<file path="config.mk">
export PLATFORM = sky130hd
export DESIGN_NAME = seq_alu_flat
export DESIGN_NICKNAME = d
export VERILOG_FILES = /design/src/rtl/seq_alu_if.sv /design/src/rtl/seq_alu.sv /design/src/flat_wrapper.sv
export SDC_FILE = /design/constraint.sdc
export NUM_CORES = 1
export LEC_CHECK = 0
export CORE_MARGIN = 2
export CORE_UTILIZATION = 51
export DETAILED_ROUTE_END_ITERATION = 8
export GPL_ROUTABILITY_DRIVEN = 0
export PLACE_DENSITY_LB_ADDON = 0.2
export SLEW_MARGIN = 5
export SYNTH_ARGS = -nofsm -noshare
export SYNTH_HDL_FRONTEND = slang
export SYNTH_SLANG_ARGS = --single-unit
</file>
<file path="constraint.sdc">
create_clock -name clk -period 2.5 [get_ports clk]
set_input_delay 0.625 -clock clk [delete_from_list [all_inputs] [get_ports clk]]
set_output_delay 0.625 -clock clk [all_outputs]
set_load 0.02 [all_outputs]
</file>
<file path="src/rtl/seq_alu_if.sv">
// Request/response bundle between the decode stage and seq_alu write-back.
interface seq_alu_if #(parameter int WIDTH = 16);
  logic             in_valid;
  logic             in_ready;
  logic [3:0]       op;
  logic [WIDTH-1:0] in_a;
  logic [WIDTH-1:0] in_b;
  logic             out_valid;
  logic             out_ready;
  logic [WIDTH-1:0] out_data;
  logic             ban;
  logic             err;

  modport master (output in_valid, op, in_a, in_b, out_ready,
                  input  in_ready, out_valid, out_data, ban, err);
  modport slave  (input  in_valid, op, in_a, in_b, out_ready,
                  output in_ready, out_valid, out_data, ban, err);
endinterface

</file>
<file path="src/rtl/seq_alu.sv">
// Registered ALU with Z/N/C flags and branch-test qualifier.
// Define SEQ_ALU_MUL_EN to build op 1100 as a WIDTH-cycle shift-add multiply.
module seq_alu #(parameter int WIDTH = 16) (
  input  logic     clk,
  input  logic     rst,
  seq_alu_if.slave bus,
  output logic     flag_z,
  output logic     flag_n,
  output logic     flag_c,
  output logic     busy
);
  localparam logic [3:0] OP_ZERO = 4'b0000, OP_NOT = 4'b0001, OP_ASR = 4'b0010,
                         OP_ROL  = 4'b0011, OP_ADD = 4'b0100, OP_PA  = 4'b0101,
                         OP_PB   = 4'b0110, OP_BR  = 4'b0111, OP_SUB = 4'b1000,
                         OP_AND  = 4'b1001, OP_OR  = 4'b1010, OP_XOR = 4'b1011,
                         OP_MUL  = 4'b1100;

  logic [WIDTH-1:0] a, b, res, mul_res, dreg;
  logic             vreg, breg, ereg;
  logic             accept, is_mul, ld_mul;
  logic             c_nxt, c_upd, zn_upd, ban_nxt, err_nxt;

  assign a             = bus.in_a;
  assign b             = bus.in_b;
  assign accept        = bus.in_valid && bus.in_ready;
  assign bus.out_valid = vreg;
  assign bus.out_data  = dreg;
  assign bus.ban       = breg;
  assign bus.err       = ereg;

  always_comb begin
    res     = '0;
    c_nxt   = 1'b0;
    c_upd   = 1'b0;
    zn_upd  = 1'b1;
    ban_nxt = 1'b0;
    err_nxt = 1'b0;
    case (bus.op)
      OP_ZERO: res = '0;
      OP_NOT:  res = ~a;
      OP_ASR:  begin res = {a[WIDTH-1], a[WIDTH-1:1]}; c_nxt = a[0]; c_upd = 1'b1; end
      OP_ROL:  begin res = {a[WIDTH-2:0], a[WIDTH-1]}; c_nxt = a[WIDTH-1]; c_upd = 1'b1; end
      OP_ADD:  begin {c_nxt, res} = {1'b0, a} + {1'b0, b}; c_upd = 1'b1; end
      OP_PA:   res = a;
      OP_PB:   res = b;
      OP_BR:   begin res = a; ban_nxt = a[WIDTH-1]; zn_upd = 1'b0; end
      OP_SUB:  begin res = a - b; c_nxt = (a < b); c_upd = 1'b1; end
      OP_AND:  res = a & b;
      OP_OR:   res = a | b;
      OP_XOR:  res = a ^ b;
`ifdef SEQ_ALU_MUL_EN
      OP_MUL:  ;  // result arrives through the shift-add path
`endif
      default: begin zn_upd = 1'b0; err_nxt = 1'b1; end
    endcase
  end

`ifdef SEQ_ALU_MUL_EN
  typedef enum logic {IDLE, MUL} state_t;
  localparam int CW = $clog2(WIDTH);

  state_t           state, state_nxt;
  logic [CW-1:0]    cnt;
  logic [WIDTH-1:0] mcand, mplier, acc;
  logic             last;

  assign is_mul       = (bus.op == OP_MUL);
  assign last         = (cnt == CW'(WIDTH-1));
  assign mul_res      = acc + (mplier[0] ? mcand : '0);
  assign bus.in_ready = (state == IDLE) && (!vreg || bus.out_ready);

  always_ff @(posedge clk or posedge rst)
    if (rst) state <= IDLE;
    else     state <= state_nxt;

  always_comb begin
    state_nxt = state;
    ld_mul    = 1'b0;
    busy      = 1'b0;
    case (state)
      IDLE: if (accept && is_mul) state_nxt = MUL;
      MUL: begin
        busy = 1'b1;
        if (last) begin
          ld_mul    = 1'b1;
          state_nxt = IDLE;
        end
      end
      default: state_nxt = IDLE;
    endcase
  end

  // One partial product per cycle: multiplicand walks left, multiplier walks right.
  always_ff @(posedge clk or posedge rst)
    if (rst) begin
      cnt    <= '0;
      mcand  <= '0;
      mplier <= '0;
      acc    <= '0;
    end else if (accept && is_mul) begin
      cnt    <= '0;
      mcand  <= a;
      mplier <= b;
      acc    <= '0;
    end else if (busy) begin
      cnt    <= cnt + CW'(1);
      mcand  <= {mcand[WIDTH-2:0], 1'b0};
      mplier <= mplier >> 1;
      acc    <= mul_res;
    end
`else
  assign is_mul       = 1'b0;
  assign ld_mul       = 1'b0;
  assign mul_res      = '0;
  assign busy         = 1'b0;
  assign bus.in_ready = !vreg || bus.out_ready;
`endif

  // Output register only loads when the previous result is gone or being taken.
  always_ff @(posedge clk or posedge rst)
    if (rst) begin
      vreg   <= 1'b0;
      dreg   <= '0;
      breg   <= 1'b0;
      ereg   <= 1'b0;
      flag_z <= 1'b0;
      flag_n <= 1'b0;
      flag_c <= 1'b0;
    end else if (accept && !is_mul) begin
      vreg <= 1'b1;
      dreg <= res;
      breg <= ban_nxt;
      ereg <= err_nxt;
      if (zn_upd) begin
        flag_z <= (res == '0);
        flag_n <= res[WIDTH-1];
      end
      if (c_upd) flag_c <= c_nxt;
    end else if (ld_mul) begin
      vreg   <= 1'b1;
      dreg   <= mul_res;
      breg   <= 1'b0;
      ereg   <= 1'b0;
      flag_z <= (mul_res == '0);
      flag_n <= mul_res[WIDTH-1];
    end else if (bus.out_ready) begin
      vreg <= 1'b0;
    end
endmodule

</file>
<file path="src/flat_wrapper.sv">
// flat-port wrapper written by rule: the top's interface ports become plain ports
module seq_alu_flat 
#(parameter int WIDTH = 16)
  (clk, rst, flag_z, flag_n, flag_c, busy, bus_in_valid, bus_op, bus_in_a, bus_in_b, bus_out_ready, bus_in_ready, bus_out_valid, bus_out_data, bus_ban, bus_err);
  seq_alu_if #(.WIDTH(WIDTH)) bus_i ();
  input  logic clk;
  input  logic rst;
  output logic flag_z;
  output logic flag_n;
  output logic flag_c;
  output logic busy;
  input wire logic [$bits(bus_i.in_valid)-1:0] bus_in_valid;
  input wire logic [$bits(bus_i.op)-1:0] bus_op;
  input wire logic [$bits(bus_i.in_a)-1:0] bus_in_a;
  input wire logic [$bits(bus_i.in_b)-1:0] bus_in_b;
  input wire logic [$bits(bus_i.out_ready)-1:0] bus_out_ready;
  output wire logic [$bits(bus_i.in_ready)-1:0] bus_in_ready;
  output wire logic [$bits(bus_i.out_valid)-1:0] bus_out_valid;
  output wire logic [$bits(bus_i.out_data)-1:0] bus_out_data;
  output wire logic [$bits(bus_i.ban)-1:0] bus_ban;
  output wire logic [$bits(bus_i.err)-1:0] bus_err;
  assign bus_i.in_valid = bus_in_valid;
  assign bus_i.op = bus_op;
  assign bus_i.in_a = bus_in_a;
  assign bus_i.in_b = bus_in_b;
  assign bus_i.out_ready = bus_out_ready;
  assign bus_in_ready = bus_i.in_ready;
  assign bus_out_valid = bus_i.out_valid;
  assign bus_out_data = bus_i.out_data;
  assign bus_ban = bus_i.ban;
  assign bus_err = bus_i.err;
  seq_alu #(.WIDTH(WIDTH)) u_core (.clk(clk), .rst(rst), .bus(bus_i), .flag_z(flag_z), .flag_n(flag_n), .flag_c(flag_c), .busy(busy));
endmodule
</file>
==> results of run 1 <==
==> through the flow <==
| step | std cells | setup WS (ns) | hold WS, ns |
|---|---|---|---|
| CTS | 947 | -0.824 | 0.496 |
| detailed placement | 902 | -1.78 | 0.474 |
| global placement | 902 | -1.57 | 0.460 |
| floorplan | 567 | -0.572 | 0.581 |
==> Yosys cell counts (7+ instances only) <==
cell type and count:
o22ai_1 11, nor3_1 15, mux2_2 13, nor2b_1 20, buf_2 9, a21oi_1 34, a31oi_1 7, xnor2_1 7
ha_1 53, nand2b_1 13, a21o_1 12, nand2_1 40, clkbuf_1 17, inv_1 45, o21ai_0 36, nand3_1 15
dfrtp_1 22, a22oi_1 7, nor2_1 43, mux2i_1 14
==> cells by family after synthesis <==
group,after synthesis
AOI/OAI and AO/OA,181
muxes,29
buffers and inverters,82
and+or+nand+nor,189
other,1
adders and majority gates,55
xor gates and xnor gates,8
DFF,22
==> metal layers <==
metal  GRT overflow  global-route usage [%]
met3              0                    55.9
met1              0                    75.8
met2             49                    95.4
met5              0                    11.3
met4             33                    82.2
==> repair_timing <==
item | CTS
pin swaps | 68
endpoints found under the hold margin | 0
gates resized for setup | 215
cloned | 1
setup buffers | 44
endpoints found under the setup margin | 20
==> run_results.csv, run 1 <==
group,metric,value,unit
outcome,status,"stopped before the end",
outcome,lastStage,"global routing (5_1_grt)",
outcome,first-error,"[ERROR GRT-0232] Routing congestion too high. Check the congestion heatmap in the GUI.",
synth,synth_cells,567,
synth,yosys.area_share.adder,16.5,%
floorplanning,rows,33,
synth,synth-simple-area-share,23.1,%
synth,synth.largest_area_cell,"ha_1",
sta,worstEpCategory,"sequential cell input",
synth,avgSynthCellArea,7.50,um2
grt,grt-ovfl-total,82,
clock_network,numCtsBuffers,3,
clock_network,cts_buffer_depth,2,
clock_network,cts_sinks,22,
synth,yosys_warnings,0,
floorplanning,initial_core_util,52.3,%
floorplanning,ioPinCount,64,
grt,grt_max_degree,23,
synth,synth_nets,662,
clock_network,h-tree-depth,1,
placement,dpl_cell_area,6510,um2
synth,synth_cell_types,77,
synth,synth_top_flop_cell,"dfrtp_1",
synth,synth_async_sr_flop_share,100,%
synth,synth_top_area_share,15.6,%
clock_network,cts_hold_buf,0,
synth,ys_seq_area_share,12.9,%
grt,grt_util_all_layers,76.3,%
synth,netlist_area,4260,um2
synth,synthXorXnorAreaFrac,1.65,%
clock_network,clockRootBuffer,"clkbuf_8",
synth,synth_top_family_by_area,"compound AO/OA/AOI/OAI gates",
placement,dp_hpwl,13600,um
synth,synth_compound_area_share,29.2,%
placement,io_buffer_count,62,
floorplanning,die_y,95.3,um
synth,muxShareOfSynthArea,7.79,%
synth,synth_edf_count,0,
sta,crit_endpoint,"u_core.flag_z$_DFFE_PP0P_/D",
floorplanning,fp.dieW,95.3,um
synth,synthTopCellsByArea,"ha_1 (16%), dfrtp_1 (13%), o21ai_0 (4.2%)",
synth,synth_seq_cells,22,
==> inputs of run 2 (changes only) <==
CORE_UTILIZATION = 36   (was 51)
PLACE_DENSITY_LB_ADDON = 0.15   (was 0.2)
==> run_results.csv, run 2 <==
group,metric,value,unit
sta,relSlewSlack,43.7,%
outcome,status,"finished with violations",
hold_path,whs_endpoint,"u_core.flag_c",
synth,avgSynthCellArea,7.50,um2
worst_setup_path,r2r_start,"u_core.bus.out_valid",
clock_network,tritoncts,"built",
power_and_ir_drop,power_density,343,nW/um2
clock_network,clkLatencyLatePin,0.26,ns
synth,yosysMostFrequentCell,"ha_1",
sta,clock.fmax,305,MHz
synth,synth_cells,567,
outcome,violations,"setup timing",
synth,netlist_area,4260,um2
clock_network,cts_buffer_depth,2,
floorplanning,rows,39,
finish,layout_commonest_cell,"buf_4",
synth,synthTopCellsByArea,"ha_1 (16%), dfrtp_1 (13%), o21ai_0 (4.2%)",
floorplanning,ioPinCount,64,
clock_network,numCtsBuffers,3,
sta,final-hold-violation-count,0,
drt,vias,5682,
synth,synth_edf_count,0,
placement,dp_hpwl,13700,um
synth,synth_async_sr_flop_share,100,%
hold_path,hold_path_startpoint,"u_core.flag_c",
synth,synth_nets,662,
worst_setup_path,arrival,3.45,ns
floorplanning,coreArea,11500,um2
worst_setup_path,r2r_cells,8,
synth,synth_top_flop_cell,"dfrtp_1",
hold_path,whs_path_depth,1,
synth,synth_cell_types,77,
power_and_ir_drop,total_power,2.63,mW
clock_network,cts_hold_buf,0,
finish,syn2layout_area_growth,79.9,%
clock_network,clockRootBuffer,"clkbuf_16",
synth,synth_top_area_share,15.6,%
finish,largest_reg_flops,16,
synth,ys_seq_area_share,12.9,%
grt,antenna_found_initial,0,
hold_path,hold_class,"reg2reg",
floorplanning,fp.dieW,113,um
sta,setup_viol,15,
sta,finalMaxSlewViolations,0,
synth,synth_seq_cells,22,
worst_setup_path,crit_type,"in2reg",
worst_setup_path,r2r_setup_slack,0.23,ns
drt,drt_wl_total,19000,um
synth,synth.largest_area_cell,"ha_1",
sta,min_period_over_period,131,%
job,maxCapViolations,0,
grt,grt_pass1_wl,30000,um
finish,drive_gt1_share,45.5,%
drt,ant_nets,0,
power_and_ir_drop,total_leakage_power,3.55,nW
grt,grt_max_degree,23,
sta,rsz0062_at_grt,"true",
finish,fillerInstances,916,
worst_setup_path,worst_setup_path_end_kind,"flip-flop",
floorplanning,die_y,113,um
power_and_ir_drop,ir_drop,0.000310,V
clock_network,clkTransAtPathRegs,0.06,ns
worst_setup_path,worstPathMaxFanout,3,
grt,grt_pass1_vias,5856,
finish,mostFrequentLayoutCells,"buf_4 (206), nand2_1 (40), nor2_1 (37)",
placement,io_buffer_count,62,
sta,tightest_slew,0.844,ns
drt,viasPerCell,5.79,
drt,first_pass_iters,6,
worst_setup_path,cp_data_required_time,2.67,ns
sta,fin_skew,0.00383,ns
synth,yosys_warnings,0,
clock_network,cts_sinks,22,
drt,avgRoutedWirePerCell,19.4,um
floorplanning,dieArea,12700,um2
sta,min_period,3.27,ns
sta,worst_slack,-0.775,ns
worst_setup_path,cp-start-kind,"input port",
finish,fin_util,66.8,%
finish,n_antenna_cell,0,
floorplanning,initial_core_util,37.1,%
drt,first_iter_violations,408,
grt,grt-ovfl-total,0,
drt,drc_errors,0,
finish,final_net_count,934,
grt,grt_util_all_layers,29.1,%
worst_setup_path,r2r_end,"u_core.flag_z",
clock_network,h-tree-depth,1,
synth,synth_commonest_cells,"ha_1 (53), inv_1 (45), nor2_1 (43)",
run 2: cell counts after synthesis:
Identical to the previous run, type by type.
run 2: critical path: stages:
cell	delay [ns]
buf_6	0.07
buf_6	0.11
ha_4	0.14
inv_4	0.04
fa_2	0.54
o22a_1	0.15
o221ai_1	0.18
or4_4	0.59
nor4_4	0.14
buf_4	0.16
nand4b_1	0.09
or4_4	0.44
o31ai_2	0.17
run 2: cell type report:
class                   count  area, um2  area share [%]
multi-input cells         463       4020            52.5
repair buffers            304       2620            34.3
flip-flops and latches     22        551            7.19
inverters                  45        198            2.58
well taps                 143        179            2.34
clock buffers               4       88.8            1.16
run 2: cell families (layout without fill, tap and decap cells):
kind of cell    count (synthesis)  count (layout)  share of synthesized area, %
compound gates                181             181                          29.2
xor+xnor                        8               8                          1.65
fa+ha+maj                      55              55                          16.5
buf+inv                        82             353                          8.73
flops                          22              22                          12.9
mux                            29              29                          7.79
other cells                     1               1                        0.0881
simple gates                  189             189                          23.1
run 2: where the power goes:
| group | internal (mW) | total (mW) | switching [mW] | leakage, nW |
|---|---|---|---|---|
| clock | 0.245 | 0.380 | 0.135 | 0.0442 |
| combinational | 0.926 | 1.79 | 0.862 | 3.23 |
| sequential | 0.422 | 0.458 | 0.0359 | 0.276 |
| total | 1.59 | 2.63 | 1.03 | 3.55 |
run 2: per-stage QoR:
stage	hold WS (ns)	TNS (ns)	std cells	area, um2	worst slack (ns)
floorplan	0.581	-1.21	567	4450	-0.572
global placement	0.465	-16.80	947	6630	-1.51
detailed placement	0.475	-17.61	947	6630	-1.51
CTS	0.488	-5.95	977	7470	-0.914
global route	0.509	-7.40	981	7660	-0.878
finish	0.478	-6.03	981	7660	-0.775
run 2: per-layer routing:
metal,wire (um),global-route usage [%]
met1,7670,37.8
met2,9020,49.8
met3,1370,3.16
met4,987,11.1
met5,0,0
run 2: worst max path at each step:
| stage | start | endpoint | slack (ns) |
|---|---|---|---|
| after floorplan | bus_in_a[0] | u_core.flag_z | -0.57 |
| after global placement | bus_in_a[0] | u_core.flag_z | -1.51 |
| after detailed placement | bus_in_b[0] | u_core.flag_z | -1.51 |
| after CTS | bus_in_a[0] | u_core.flag_z | -0.91 |
| after global routing | bus_in_a[0] | u_core.flag_z | -0.88 |
| final | bus_in_a[0] | u_core.flag_z | -0.77 |
run 2: what timing repair did:
item | CTS | global route
setup buffers | 27 | 5
pin swaps | 58 | 44
endpoints found under the hold margin | 0 | 0
gates cloned | 2 | 0
setup endpoints to repair | 20 | 16
gates resized for setup | 153 | 42
Power figures use the tool's default switching activity.
==> RTL change 1: new RTL, config.mk and constraints of run 2 <==
Register the output `flag_z` once more, with the module's reset; this adds one clock of latency there. The other outputs are not delayed to match.
--- a/src/rtl/seq_alu.sv
+++ b/src/rtl/seq_alu.sv
@@ -14,6 +14,8 @@
                          OP_PB   = 4'b0110, OP_BR  = 4'b0111, OP_SUB = 4'b1000,
                          OP_AND  = 4'b1001, OP_OR  = 4'b1010, OP_XOR = 4'b1011,
                          OP_MUL  = 4'b1100;
+
+  logic flag_z_s0;
 
   logic [WIDTH-1:0] a, b, res, mul_res, dreg;
   logic             vreg, breg, ereg;
@@ -123,7 +125,7 @@
       dreg   <= '0;
       breg   <= 1'b0;
       ereg   <= 1'b0;
-      flag_z <= 1'b0;
+      flag_z_s0 <= 1'b0;
       flag_n <= 1'b0;
       flag_c <= 1'b0;
     end else if (accept && !is_mul) begin
@@ -132,7 +134,7 @@
       breg <= ban_nxt;
       ereg <= err_nxt;
       if (zn_upd) begin
-        flag_z <= (res == '0);
+        flag_z_s0 <= (res == '0);
         flag_n <= res[WIDTH-1];
       end
       if (c_upd) flag_c <= c_nxt;
@@ -141,10 +143,18 @@
       dreg   <= mul_res;
       breg   <= 1'b0;
       ereg   <= 1'b0;
-      flag_z <= (mul_res == '0);
+      flag_z_s0 <= (mul_res == '0);
       flag_n <= mul_res[WIDTH-1];
     end else if (bus.out_ready) begin
       vreg <= 1'b0;
     end
+  always_ff @(posedge clk or posedge rst) begin
+    if (rst) begin
+      flag_z <= '0;
+    end else begin
+      flag_z <= flag_z_s0;
+    end
+  end
+
 endmodule
 
Check against the original RTL: not equivalent (a bounded check fails within 4 cycles, from zero or initial values and one cycle with rst high).
==> RTL change 1 against run 2 <==
- the run still ends with setup timing left
- clock power fell by 10%
- area after synthesis shrank 4.0%
- synthesized cell count is 4.1% lower
- design area up 3.0%
- power shrank 0.85%
- first-iteration DRC count rose by 47%
- sequential cell count grew 1
- sequential share of layout area up 0.11 points
- fmax shrank 5.7%
- final cell count decreased by 0.61%
- setup slack got worse by 200 ps
- routed wire length rose by 6.2%
- core utilization is 5.4 points higher
==> RTL change 1: results (changes against run 2) <==
ir_drop_mv: 0.4396  # +42%
synth-xor-area-share: 0.004289  # -0.01218
drtIter0Drc: 601  # +47%
fin_skew_ps: 3.390  # -0.4444 ps
dp.cells: 918  # -3.1%
place_hpwl_mm: 13.28  # -3.1%
async_flop_share: 1.000  # unchanged
status: "finished with violations"
worst_pin_slew_ps: 660.7  # -183.2 ps
routed_via_density: 6.075  # +4.9%
hp-class: "reg2reg"
met1_length_mm: 7.664  # about the same
route.vias.total: 5923  # +4.2%
routed_wl_mm: 20.23  # +6.2%
drive_above_1_share: 0.5162  # +0.06151
yosys-mux-area-fraction: 0.02175  # -0.05617
power_frac_seq: 0.178  # +0.004
ys_warn_count: 0  # unchanged
grt_pass1_wl_mm: 30.37  # +1.3%
cp_top_family: "compound AO/OA/AOI/OAI gates"
p_sw_mw: 1.054  # +2.0%
ys_seq_area_frac: 0.1409  # +0.01156
synth_top_area_share: 0.1624  # +0.006541
dpl_worst_slack_ps: -1624  # -115.6 ps
nFillCells: 790  # -14%
yosys-top-cells-area: "ha_1, dfrtp_1, nand2_1"
synthAdderAreaFrac: 0.1722  # +0.006936
clk_pin_slew_worst_paths_ps: 60  # about the same
final_net_count: 931  # -0.32%
dr.max_layer_used: "met4"
syn_inst: 544  # -4.1%
cp_max_fo: 4  # +1
synth_cell_types: 81  # +5.2%
grt_usage: 0.3025  # +0.01151
p_clk_frac: 0.131  # -0.014
wl_met2_mm: 8.944  # -0.79%
io_buffers: 62  # unchanged
syn_nets: 639  # -3.5%
synth_compound_area_frac: 0.3450  # +0.05300
yosys-top-cells-count: "nand2_1, ha_1, inv_1"
pg_seq_mw: 0.464  # +1%
cpPeakStageDelay_ps: 530  # -60 ps
setup_viol: 13  # -2
grt_max_degree: 27  # +17%
cts_buffer_depth: 2  # unchanged
setup_slack_ps: -973.7  # -198.7 ps
wl_met3_mm: 2.251  # +64%
violations: "setup timing"
power.leakage_nw: 3.572  # +0.73%
==> RTL change 1: worst paths after layout <==
path / slack [ps] / startpoint / cells after the start / endpoint
setup / recovery: -970 / bus_in_a[0] / 16 / u_core.flag_z_s0
hold / removal: 420 / u_core.flag_z_s0 / 0 / u_core.flag_z
setup reg to reg: 120 / u_core.bus.out_valid / 9 / u_core.flag_z_s0
hold reg to reg: 420 / u_core.flag_z_s0 / 0 / u_core.flag_z
max in group asynchronous: 1550 / rst / 3 / u_core.bus.err
min in group asynchronous: 710 / rst / 3 / u_core.flag_z
==> RTL change 1: cell type report <==
type                       count  area [um2]  area share
clock buffer                   3       75.07    0.009518
clock inverter                 1       5.005   0.0006345
inverter                      48       193.9     0.02459
multi-input combinational    435        4031      0.5111
sequential                    23       575.6     0.07297
tap                          140       175.2     0.02221
timing repair buffer         325        2831      0.3590
==> RTL change 1: stage by stage <==
step	area, um2	setup TNS, ps
5_1_grt	7888	-6973
6_report	7888	-5902
2_1_floorplan	4357	-2412
3_5_place_dp	6588	-18310
4_1_cts	7636	-4721
3_3_place_gp	6588	-17420
==> RTL change 1: logic make-up after synthesis <==
| logic type | count (synthesis) |
|---|---|
| muxes | 6 |
| AOI/OAI and AO/OA | 197 |
| other | 1 |
| and+or+nand+nor | 174 |
| DFF | 23 |
| buffers and inverters | 86 |
| adders and majority gates | 55 |
| xor gates and xnor gates | 2 |
==> RTL change 1: metal layers <==
layer,up-vias,global-route usage
met2,423,0.4928
met5,-,0
li1,2624,-
met1,2739,0.3851
met4,0,0.1492
met3,137,0.05324
==> RTL change 1: repair_timing <==
action	CTS	global route
setup buffers	46	15
resized for setup	217	54
cloned	4	0
hold endpoints to repair	0	0
endpoints found under the setup margin	20	15
hold buffers	0	0
pin swaps	78	48
==> RTL change 2: new RTL, flow settings as in run 2 <==
Made on the original files. The option `SEQ_ALU_MUL_EN` is turned on by a define.
--- a/src/rtl/seq_alu.sv
+++ b/src/rtl/seq_alu.sv
@@ -1,5 +1,7 @@
 // Registered ALU with Z/N/C flags and branch-test qualifier.
 // Define SEQ_ALU_MUL_EN to build op 1100 as a WIDTH-cycle shift-add multiply.
+`define SEQ_ALU_MUL_EN
+
 module seq_alu #(parameter int WIDTH = 16) (
   input  logic     clk,
   input  logic     rst,
Formal check against the unedited RTL: not equivalent (Yosys sat finds a counterexample within 4 cycles, from zero or initial values and one cycle with rst high).
==> RTL change 2 against run 2 <==
- the flow still finishes with violations (setup timing)
- power rose to 3.4 times the old value
- hold slack improved by 23 ps
- routed wire length rose by 68%
- design area rose by 73%
- setup slack improved by 310 ps
- first-iteration DRC count rose by 60%
- area after synthesis rose by 80%
- sequential cell count rose by 53
- core utilization fell by 3.7 points
- clock skew rose by 2.9 ps
- global-route usage fell by 0.82 points
- critical path depth fell by 1
- critical path type is now reg2reg
- critical endpoint unchanged
==> RTL change 2: results (changes against run 2) <==
status: "finished with violations"
violations: "setup timing"
ir_drop_mv: 0.4725  # +52%
yosys-top-cells-count: "nor2_1, dfrtp_1, nand2_1"
synthAdderAreaFrac: 0.1173  # -0.04791
drive_above_1_share: 0.4755  # +0.02088
setup_viol: 15  # unchanged
setup_slack_ps: -463.4  # +311.6 ps
yosys-mux-area-fraction: 0.04151  # -0.03641
routed_via_density: 5.627  # -2.9%
ys_seq_area_frac: 0.2451  # +0.1158
nFillCells: 1801  # +97%
clock_latency_ps: 330  # +70 ps
final_net_count: 1474  # +58%
cp.arrival_ps: 3240  # -210 ps
dp.cells: 1596  # +69%
grt_max_degree: 36  # +57%
yosys-top-cells-area: "dfrtp_1, ha_1, nor2_1"
fin_skew_ps: 6.768  # +2.934 ps
syn_nets: 1074  # +62%
synth.avg_cell_area_um2: 7.942  # +5.8%
cts_buffers: 9  # +6
slowest_stage: "dfrtp_1"
firstDrtPassIters: 7  # +1
cpPeakStageDelay_ps: 410  # -180 ps
power.leakage_nw: 5.940  # +68%
hold_start: "u_core.bus.out_data[0]"
synth-xor-area-share: 0.01830  # +0.001838
cts_max_level: 3  # +2
r2r-start: "u_core.mplier[0]"
synth_compound_area_frac: 0.2796  # -0.01235
grt_pass1_vias: 9083  # +55%
grt_usage: 0.2828  # -0.008224
cp-start-kind: "register"
RTL change 2: metal layers:
metal,global-route usage,vias to the layer above,routed length (um)
li1,-,4396,-
met1,0.3829,4402,13750
met2,0.4719,395,15360
met3,0.02744,57,2005
met4,0.09623,0,933
met5,0,-,0
RTL change 2: power by group:
| group | switching, mW | leakage (nW) | internal, mW |
|---|---|---|---|
| logic | 2.57 | 4.80 | 2.67 |
| clock network | 0.513 | 0.173 | 1.08 |
| registers | 0.390 | 0.971 | 1.70 |
| total | 3.47 | 5.94 | 5.45 |
RTL change 2: stage by stage:
step / util / total power [mW] / setup slack [ps] / cell area [um2] / hold WS (ps)
after detailed placement: 0.5447 / 6.546 / -1428 / 11410 / 485.8
final: 0.6306 / 8.920 / -463.4 / 13220 / 500.5
after global routing: 0.6306 / 9.452 / -615.1 / 13220 / 540.7
after global placement: 0.5447 / 6.496 / -1450 / 11410 / 495.3
after floorplan: - / 4.274 / -514.2 / 7986 / 476.7
after CTS: 0.6097 / 8.653 / -524.7 / 12780 / 508.3
RTL change 2: kinds of logic after synthesis:
kind of cell / Yosys count
AND/OR/NAND/NOR: 346
AO/OA/AOI/OAI: 312
buffers and inverters: 114
flip-flops: 75
adder cells (fa/ha/maj): 70
multiplexers: 31
XOR/XNOR: 16
RTL change 2: cell type report:
cell class | instances | area share
inverters | 52 | 0.01827
repair buffers | 451 | 0.2898
flip-flops and latches | 75 | 0.1421
clock buffers | 10 | 0.01733
clock inverters | 6 | 0.01032
multi-input cells | 775 | 0.4961
well taps | 275 | 0.02604
RTL change 2: timing repair:
item                                    4_1_cts  5_1_grt
endpoints found under the setup margin       28       23
pin swaps                                    98       73
hold buffers                                  0        0
cloned                                        2        0
buffers inserted                             25       15
resized for setup                           300      105
